--- src/rtl/neuron_mac_if.sv ---
// Stream bundle for neuron_mac: start/bias command, x/w input beats and the
// accumulated-sum result, each with its own valid/ready pair.
interface neuron_mac_if #(
  parameter int DATA_W = 8,
  parameter int PROD_W = 16,
  parameter int ACC_W  = 21
);
  logic                     start;
  logic signed [PROD_W-1:0] bias_in;
  logic                     in_valid;
  logic                     in_ready;
  logic signed [DATA_W-1:0] x_in;
  logic signed [DATA_W-1:0] w_in;
  logic                     out_valid;
  logic                     out_ready;
  logic signed [ACC_W-1:0]  out_sum;
  logic                     busy;

  modport master (
    output start, bias_in, in_valid, x_in, w_in, out_ready,
    input  in_ready, out_valid, out_sum, busy
  );

  modport slave (
    input  start, bias_in, in_valid, x_in, w_in, out_ready,
    output in_ready, out_valid, out_sum, busy
  );
endinterface

--- src/rtl/neuron_mac.sv ---
// Sequential multiply-accumulate for one MLP neuron: bias preload, N_TERMS
// signed byte products accumulated, result held until downstream accepts it.
module neuron_mac #(
  parameter int DATA_W  = 8,
  parameter int PROD_W  = 16,
  parameter int ACC_W   = 21,
  parameter int N_TERMS = 30,
  parameter int CNT_W   = 5
) (
  input  logic           clk,
  input  logic           rst_n,
  neuron_mac_if.slave    io
);

  typedef enum logic [1:0] {
    IDLE,
    ACC,
    DONE
  } state_t;

  state_t                   state;
  state_t                   state_next;
  logic signed [ACC_W-1:0]  acc;
  logic signed [ACC_W-1:0]  acc_next;
  logic [CNT_W-1:0]         cnt;
  logic [CNT_W-1:0]         cnt_next;

  logic signed [DATA_W-1:0] x;
  logic signed [DATA_W-1:0] w;
  logic signed [PROD_W-1:0] prod;
  logic signed [ACC_W-1:0]  prod_ext;
  logic signed [ACC_W-1:0]  bias_ext;
  logic                     beat;
  logic                     last_beat;

  assign x    = io.x_in;
  assign w    = io.w_in;
  assign prod = x * w;

  // Explicit replication keeps the sign extension independent of cast rules.
  assign prod_ext = {{(ACC_W-PROD_W){prod[PROD_W-1]}}, prod};
  assign bias_ext = {{(ACC_W-PROD_W){io.bias_in[PROD_W-1]}}, io.bias_in};

  assign beat      = io.in_valid && (state == ACC);
  assign last_beat = beat && (cnt == CNT_W'(N_TERMS - 1));

  always_ff @(posedge clk or negedge rst_n) begin
    if (!rst_n) begin
      state <= IDLE;
      acc   <= '0;
      cnt   <= '0;
    end else begin
      state <= state_next;
      acc   <= acc_next;
      cnt   <= cnt_next;
    end
  end

  always_comb begin
    state_next = state;
    acc_next   = acc;
    cnt_next   = cnt;
    unique case (state)
      IDLE: begin
        if (io.start) begin
          acc_next   = bias_ext;
          cnt_next   = '0;
          state_next = ACC;
        end
      end
      ACC: begin
        if (beat) begin
          acc_next = acc + prod_ext;
          cnt_next = cnt + CNT_W'(1);
          if (last_beat) begin
            state_next = DONE;
          end
        end
      end
      DONE: begin
        if (io.out_ready) begin
          state_next = IDLE;
        end
      end
      default: begin
        state_next = IDLE;
      end
    endcase
  end

  // Every output is a decode of state or the accumulator register itself.
  assign io.in_ready  = (state == ACC);
  assign io.out_valid = (state == DONE);
  assign io.busy      = (state != IDLE);
  assign io.out_sum   = acc;

endmodule

--- src/flat_wrapper.sv ---
// flat-port wrapper written by rule: the top's interface ports become plain ports
module neuron_mac_flat 
#(
  parameter int DATA_W  = 8,
  parameter int PROD_W  = 16,
  parameter int ACC_W   = 21,
  parameter int N_TERMS = 30,
  parameter int CNT_W   = 5
)
  (clk, rst_n, io_start, io_bias_in, io_in_valid, io_x_in, io_w_in, io_out_ready, io_in_ready, io_out_valid, io_out_sum, io_busy);
  neuron_mac_if #(.DATA_W(DATA_W), .PROD_W(PROD_W), .ACC_W(ACC_W)) io_i ();
  input  logic clk;
  input  logic rst_n;
  input wire logic [$bits(io_i.start)-1:0] io_start;
  input wire logic [$bits(io_i.bias_in)-1:0] io_bias_in;
  input wire logic [$bits(io_i.in_valid)-1:0] io_in_valid;
  input wire logic [$bits(io_i.x_in)-1:0] io_x_in;
  input wire logic [$bits(io_i.w_in)-1:0] io_w_in;
  input wire logic [$bits(io_i.out_ready)-1:0] io_out_ready;
  output wire logic [$bits(io_i.in_ready)-1:0] io_in_ready;
  output wire logic [$bits(io_i.out_valid)-1:0] io_out_valid;
  output wire logic [$bits(io_i.out_sum)-1:0] io_out_sum;
  output wire logic [$bits(io_i.busy)-1:0] io_busy;
  assign io_i.start = io_start;
  assign io_i.bias_in = io_bias_in;
  assign io_i.in_valid = io_in_valid;
  assign io_i.x_in = io_x_in;
  assign io_i.w_in = io_w_in;
  assign io_i.out_ready = io_out_ready;
  assign io_in_ready = io_i.in_ready;
  assign io_out_valid = io_i.out_valid;
  assign io_out_sum = io_i.out_sum;
  assign io_busy = io_i.busy;
  neuron_mac #(.DATA_W(DATA_W), .PROD_W(PROD_W), .ACC_W(ACC_W), .N_TERMS(N_TERMS), .CNT_W(CNT_W)) u_core (.clk(clk), .rst_n(rst_n), .io(io_i));
endmodule
--- config.mk ---
export PLATFORM = sky130hd
export DESIGN_NAME = neuron_mac_flat
export DESIGN_NICKNAME = d
export VERILOG_FILES = /design/src/rtl/neuron_mac_if.sv /design/src/rtl/neuron_mac.sv /design/src/flat_wrapper.sv
export SDC_FILE = /design/constraint.sdc
export NUM_CORES = 1
export LEC_CHECK = 0
export CAP_MARGIN = 20
export CORE_MARGIN = 3
export CORE_UTILIZATION = 50
export CTS_BUF_LIST = sky130_fd_sc_hd__clkbuf_2 sky130_fd_sc_hd__clkbuf_4 sky130_fd_sc_hd__clkbuf_8
export DETAILED_ROUTE_END_ITERATION = 8
export PLACE_DENSITY = 0.76
export SLEW_MARGIN = 0
export SYNTH_ARGS = -nofsm -noshare
export SYNTH_HDL_FRONTEND = slang
export SYNTH_SLANG_ARGS = --single-unit
--- constraint.sdc ---
create_clock -name clk -period 4.4 [get_ports clk]
set_input_delay 0.88 -clock clk [delete_from_list [all_inputs] [get_ports clk]]
set_output_delay 0.88 -clock clk [all_outputs]
set_load 0.005 [all_outputs]
* Word-level counts from Yosys, hierarchy flattened
Index checks and enable logic that the tools add are counted.
** Cells by class
- Equal/unequal tests :: 7
- $mul :: 1
- Mux-type cells :: 11
- Reductions and logical operators :: 7
- $add $sub $neg :: 2
** Operators with widths (count)
- 21-bit 2-to-1 mux :: 2
- 21-bit case mux with 2 select lines :: 1
- 21-bit by 16-bit adder with 21-bit output :: 1
- 8-bit by 8-bit multiplier with 16-bit output :: 1
- 5-bit 2-to-1 mux :: 2
- 5-bit case mux with 2 select lines :: 1
- 2-bit 2-to-1 mux :: 4
- 2-bit case mux with 3 select lines :: 1
- 5-bit by 1-bit adder with 5-bit output (second input constant) :: 1
- 5-bit == test (second input constant) :: 1
- 2-bit by 1-bit != test with 1-bit output (second input constant) :: 2
- 2-bit != test (second input constant) :: 2
- 4-bit AND reduction :: 1
- 2-bit nonzero test :: 2
- 3-bit AND reduction :: 1
- 2-bit by 1-bit == test with 1-bit output (second input constant) :: 1
- 2-bit == test (second input constant) :: 1
- 1-bit logical AND :: 2
- 2-bit zero test :: 1
** Word-level totals
- Logic and storage cells :: 31
- Bits of input ports :: 37
- Register bits :: 28

* Longest topological paths before layout
- Word-level depth :: 6
- Mapped depth :: 18

* Least setup slack after synthesis
No wires, ideal clock.
- Path kind :: input-to-reg
- From :: input io_w_in[0]
- To :: register u_core.acc[14] (netlist: u_core.io.out_sum[14])
- Stages :: 15
- Arrival :: 5.510 ns
- Required time :: 4.278 ns
- Setup slack :: -1.232 ns
- Setup time :: 0.122 ns
- Cells stage by stage :: and2_1 > inv_1 > fa_1 > inv_1 > fa_1 > fa_1 > fa_1 > fa_1 > ha_1 > o21ai_0 > o21bai_2 > o2111a_2 > or3_1 > a21oi_1 > o21ai_1
** Between the ends
- Word-level cells in the longest chain between the ends :: 4
** Ends and longest elaborated chain
- start, declared :: RTL line flat_wrapper.sv:18 : input wire logic [$bits(io_i.w_in)-1:0] io_w_in;
- 8-bit by 8-bit multiplier with 16-bit output :: RTL line neuron_mac.sv:38 : assign prod = x * w;
- 21-bit by 16-bit adder with 21-bit output :: RTL line neuron_mac.sv:73 : acc_next = acc + prod_ext;
- 21-bit 2-to-1 mux :: RTL line neuron_mac.sv:72 : if (beat) begin
- 21-bit case mux with 2 select lines :: RTL line neuron_mac.sv:63 : unique case (state)
- end signal, assigned :: RTL line neuron_mac.sv:54 : acc <= acc_next;
- end, declared :: RTL line neuron_mac.sv:23 : logic signed [ACC_W-1:0] acc;
No other way between the ends. The select of a mux whose other input is x is not followed.
A chain may end at the register's enable or synchronous reset.

* Final worst setup path
- From :: input io_x_in[7]
- To :: register u_core.acc[14] (netlist: u_core.io.out_sum[14])
** Between the ends
- Word-level cells in the longest chain between the ends :: 4
** Ends and longest elaborated chain
- start, declared :: RTL line flat_wrapper.sv:17 : input wire logic [$bits(io_i.x_in)-1:0] io_x_in;
- 8-bit by 8-bit multiplier with 16-bit output :: RTL line neuron_mac.sv:38
- 21-bit by 16-bit adder with 21-bit output :: RTL line neuron_mac.sv:73
- 21-bit 2-to-1 mux :: RTL line neuron_mac.sv:72
- 21-bit case mux with 2 select lines :: RTL line neuron_mac.sv:63
No other way between the ends. The select of a mux whose other input is x is not followed.

==> impl_results.md <==
- Aggregate global-route resource usage: 25.33%
- Clock slew seen by the registers of the worst setup and hold paths: 0.10 ns
- Top cells by area, synth: fa_1 37%, dfrtp_1 14%, ha_1 13%
- Seq/Total Area, Yosys: 14.01%
- Full die area: 11240 um^2
- CTS Hold Bufs: 0
- Worst-Skew Late Latency: 0.27 ns
- Synth area leader: fa_1
- CP top delay family: adder cells
- # DRC: 0
- Final Instance Area: 6897 um^2
- Routability cong.: 0.8813
- # diodes: 0
- DR iter-0 viols: approximately 210
- Critical path, cell by cell: buf_8, and2_4, inv_2, fa_1, inv_2, fa_1, fa_1, fa_1, fa_1, ha_4, a211oi_2, o21bai_2, o2111a_2, or3_1, a21oi_1, o21ai_1
- Number of max-cap violations: 0
- Hold_ws: 0.5680 ns
- Layout net count: 829
- Synth-to-Final Area Change: 37.87%
- Largest stage delay, worst path: 0.59 ns
- Clock buffer count from CTS: 3
- Async S/R FF share, synth: 100.0%
- Initial antenna violation count: 0
- Final antenna-violating net count: 0
- First-pass GRT wire length: 22860 um
- Worst min-delay path class: reg2reg
- Die W: ~110 um
- Mean Syn Cell Area: 9.638 um^2
- Die height: ~110 um
- Grt ovf: 0
- WP data required: 4.56 ns
- Fillers: around 680
- Arr. time, crit path: approximately 5.1 ns
- Layout cells sized above 1: 27.73%
- Final setup fails: 14
- Slowest cell on crit path: fa_1
- Register area: 700.7 um^2
- Final HPWL DP: 10610 um
- Row count: 35
- Io pins: 61
- Min-delay src: u_core.cnt[0]
- Post-route worst setup slack: -0.5467 ns
- Crit path top cell by count: fa_1
- Port Buffer Count: 60
- Final hold vios: 0
- WL final: 14430 um
- Worst Setup End Kind: flop
- Mapped Cells: 519
- Place WS: -1.301 ns
- Slew HR: 58.22%
- Status: finished, violations left
- DR vias: 4256
- Core ar.: 9459 um^2
- Vias in the first global route: 4599
- RR Startpoint: u_core.io.out_sum[6]
- Post-synth EDFFs: 0
- CTS max path bufs: 2
- Critical path class: in2reg
- CTS sink cnt: 28
- Synth unique cells: 45
- Avg WL per Cell: 18.55 um
- Post-Syn Area: between 5000 and 6000 um^2
- CTS tree: built
- DP Area: 6330 um^2
- Largest net degree at the start of global routing: 29
- Final Critical Period: 4.947 ns
- Root Driver: clkbuf_8
- CP max FO: 6
- Fmax: ~200 MHz
- Worst Clk Skew: around 0.0050 ns
- Max Slew Vio Count: 0
- Failing checks: setup timing
- Final period util: 112.4%
- Mapped Nets: 698
- Htree depth: 1
- Crit start category: input port
- Flops & latches, synth: 28
- Worst-margin pin slew: 0.6267 ns
- Buf/Inv on CP: 3
- DRT Pass-1 Iters: 5
- Via density: 5.470
- Multi-input logic area: approximately 4400 um^2
- Starting density of the core: 52.88%
- Yosys warning total: 0
- Main synth FF type: dfrtp_1
- RSZ-0062 raised after global routing: yes
- Post-synth top area share: 36.82%
- Critical path origin: io_x_in[7]
[cell usage in the layout (no fill, tap or decap), drive strengths merged, types with 2 or more instances in the layout]
master         netlist  final
nand2               53     53
o211ai               4      4
o21bai               5      5
fa                  92     92
or3                  3      3
a2111oi              2      2
nor2                21     21
o21ai               28     28
xor2                 4      4
nand2b               4      4
nand4                4      4
buf                  4     92
a21o                 7      7
and2                33     33
a21oi               18     18
nand3b               2      2
mux2i                2      2
clkdlybuf4s50        0     44
or2                  3      3
dfrtp               28     28
inv                 95     95
a211oi               7      7
xnor2               16     16
clkbuf               6      4
ha                  50     50
a31oi                7      7
nor2b                3      3
nor3                 2      2
o21a                 2      2
o22ai                6      6
[per-stage QoR]
step                      setup TNS [ns]  util [%]  instances
after detailed placement          -17.46     66.92        763
final                             -5.511     72.91        778
after global placement            -16.88     66.92        763
after floorplan                   -5.197         -        519
after CTS                         -4.880     69.99        773
after global routing              -7.111     72.91        778
[cells in the mapped netlist, types with 3 or more instances]
cell type and count:
inv_1 95, fa_1 92, nand2_1 53, ha_1 50, and2_1 33, dfrtp_1 28, o21ai_0 26, nor2_1 21
a21oi_1 17, xnor2_1 16, a21o_1 7, a31oi_1 7, a211oi_1 6, clkbuf_1 6, o22ai_1 5, nand2b_1 4
nand4_1 4, o211ai_1 4, o21bai_1 4, xor2_1 4, buf_2 3, nor2b_1 3, or3_1 3
[logic make-up (layout without fill, tap and decap cells)]
family	count (synthesis)	after routing	synth area share (%)
AND/OR/NAND/NOR	129	129	12.43
adder cells (fa/ha/maj)	142	142	49.32
XOR/XNOR	20	20	3.502
flip-flops	28	28	14.01
AO/OA/AOI/OAI	92	92	12.16
multiplexers	2	2	0.4002
buffers and inverters	106	236	8.179
[per-layer routing]
layer  global-route usage (%)  part of all wire (%)  vias up
met5                        0                     0        -
met4                    6.383                   3.9        0
met3                    2.064                   4.7       51
met2                    45.40                    51      169
met1                    33.33                    40     2121
li1                         -                     -     1915
[worst register-to-register path: stages, from the launching register on]
cell and delay, ns:
dfrtp_1 0.36, inv_1 0.11, fa_1 0.57, inv_1 0.06, fa_1 0.52, inv_1 0.06, fa_1 0.49, inv_1 0.06
fa_2 0.39, fa_1 0.51, ha_4 0.20, a211oi_2 0.19, o21bai_2 0.14, o2111a_2 0.31, or3_1 0.32, a21oi_1 0.13
o21ai_1 0.09
[sequential cells by signal, indices dropped and copies added, names as in the netlist]
signal	cells
u_core.io.out_sum	21
u_core.state	2
u_core.cnt	5
[cell type report]
type,instances,area share [%]
clock buffer,4,0.7983
inverter,96,5.298
multi-input combinational,385,64.26
sequential,28,10.16
timing repair buffer,136,17.14
tap,129,2.340
[final timing paths]
check	slack, ns	endpoint	cells past startpoint
setup / recovery	-0.55	u_core.io.out_sum[14]	16
hold / removal	0.57	u_core.cnt[0]	1
max in group asynchronous	3.14	u_core.cnt[2]	2
setup reg to reg	-0.21	u_core.io.out_sum[14]	16
min in group asynchronous	0.98	u_core.io.out_sum[16]	2
hold reg to reg	0.57	u_core.cnt[0]	1
[repair_timing]
item,in CTS,in global routing
setup endpoints to repair,16,14
setup buffers,7,5
resized for setup,125,45
pin swaps,48,32
Power is not shown: default switching activity piles up to over one toggle a cycle in this logic, so the estimate is an artifact.
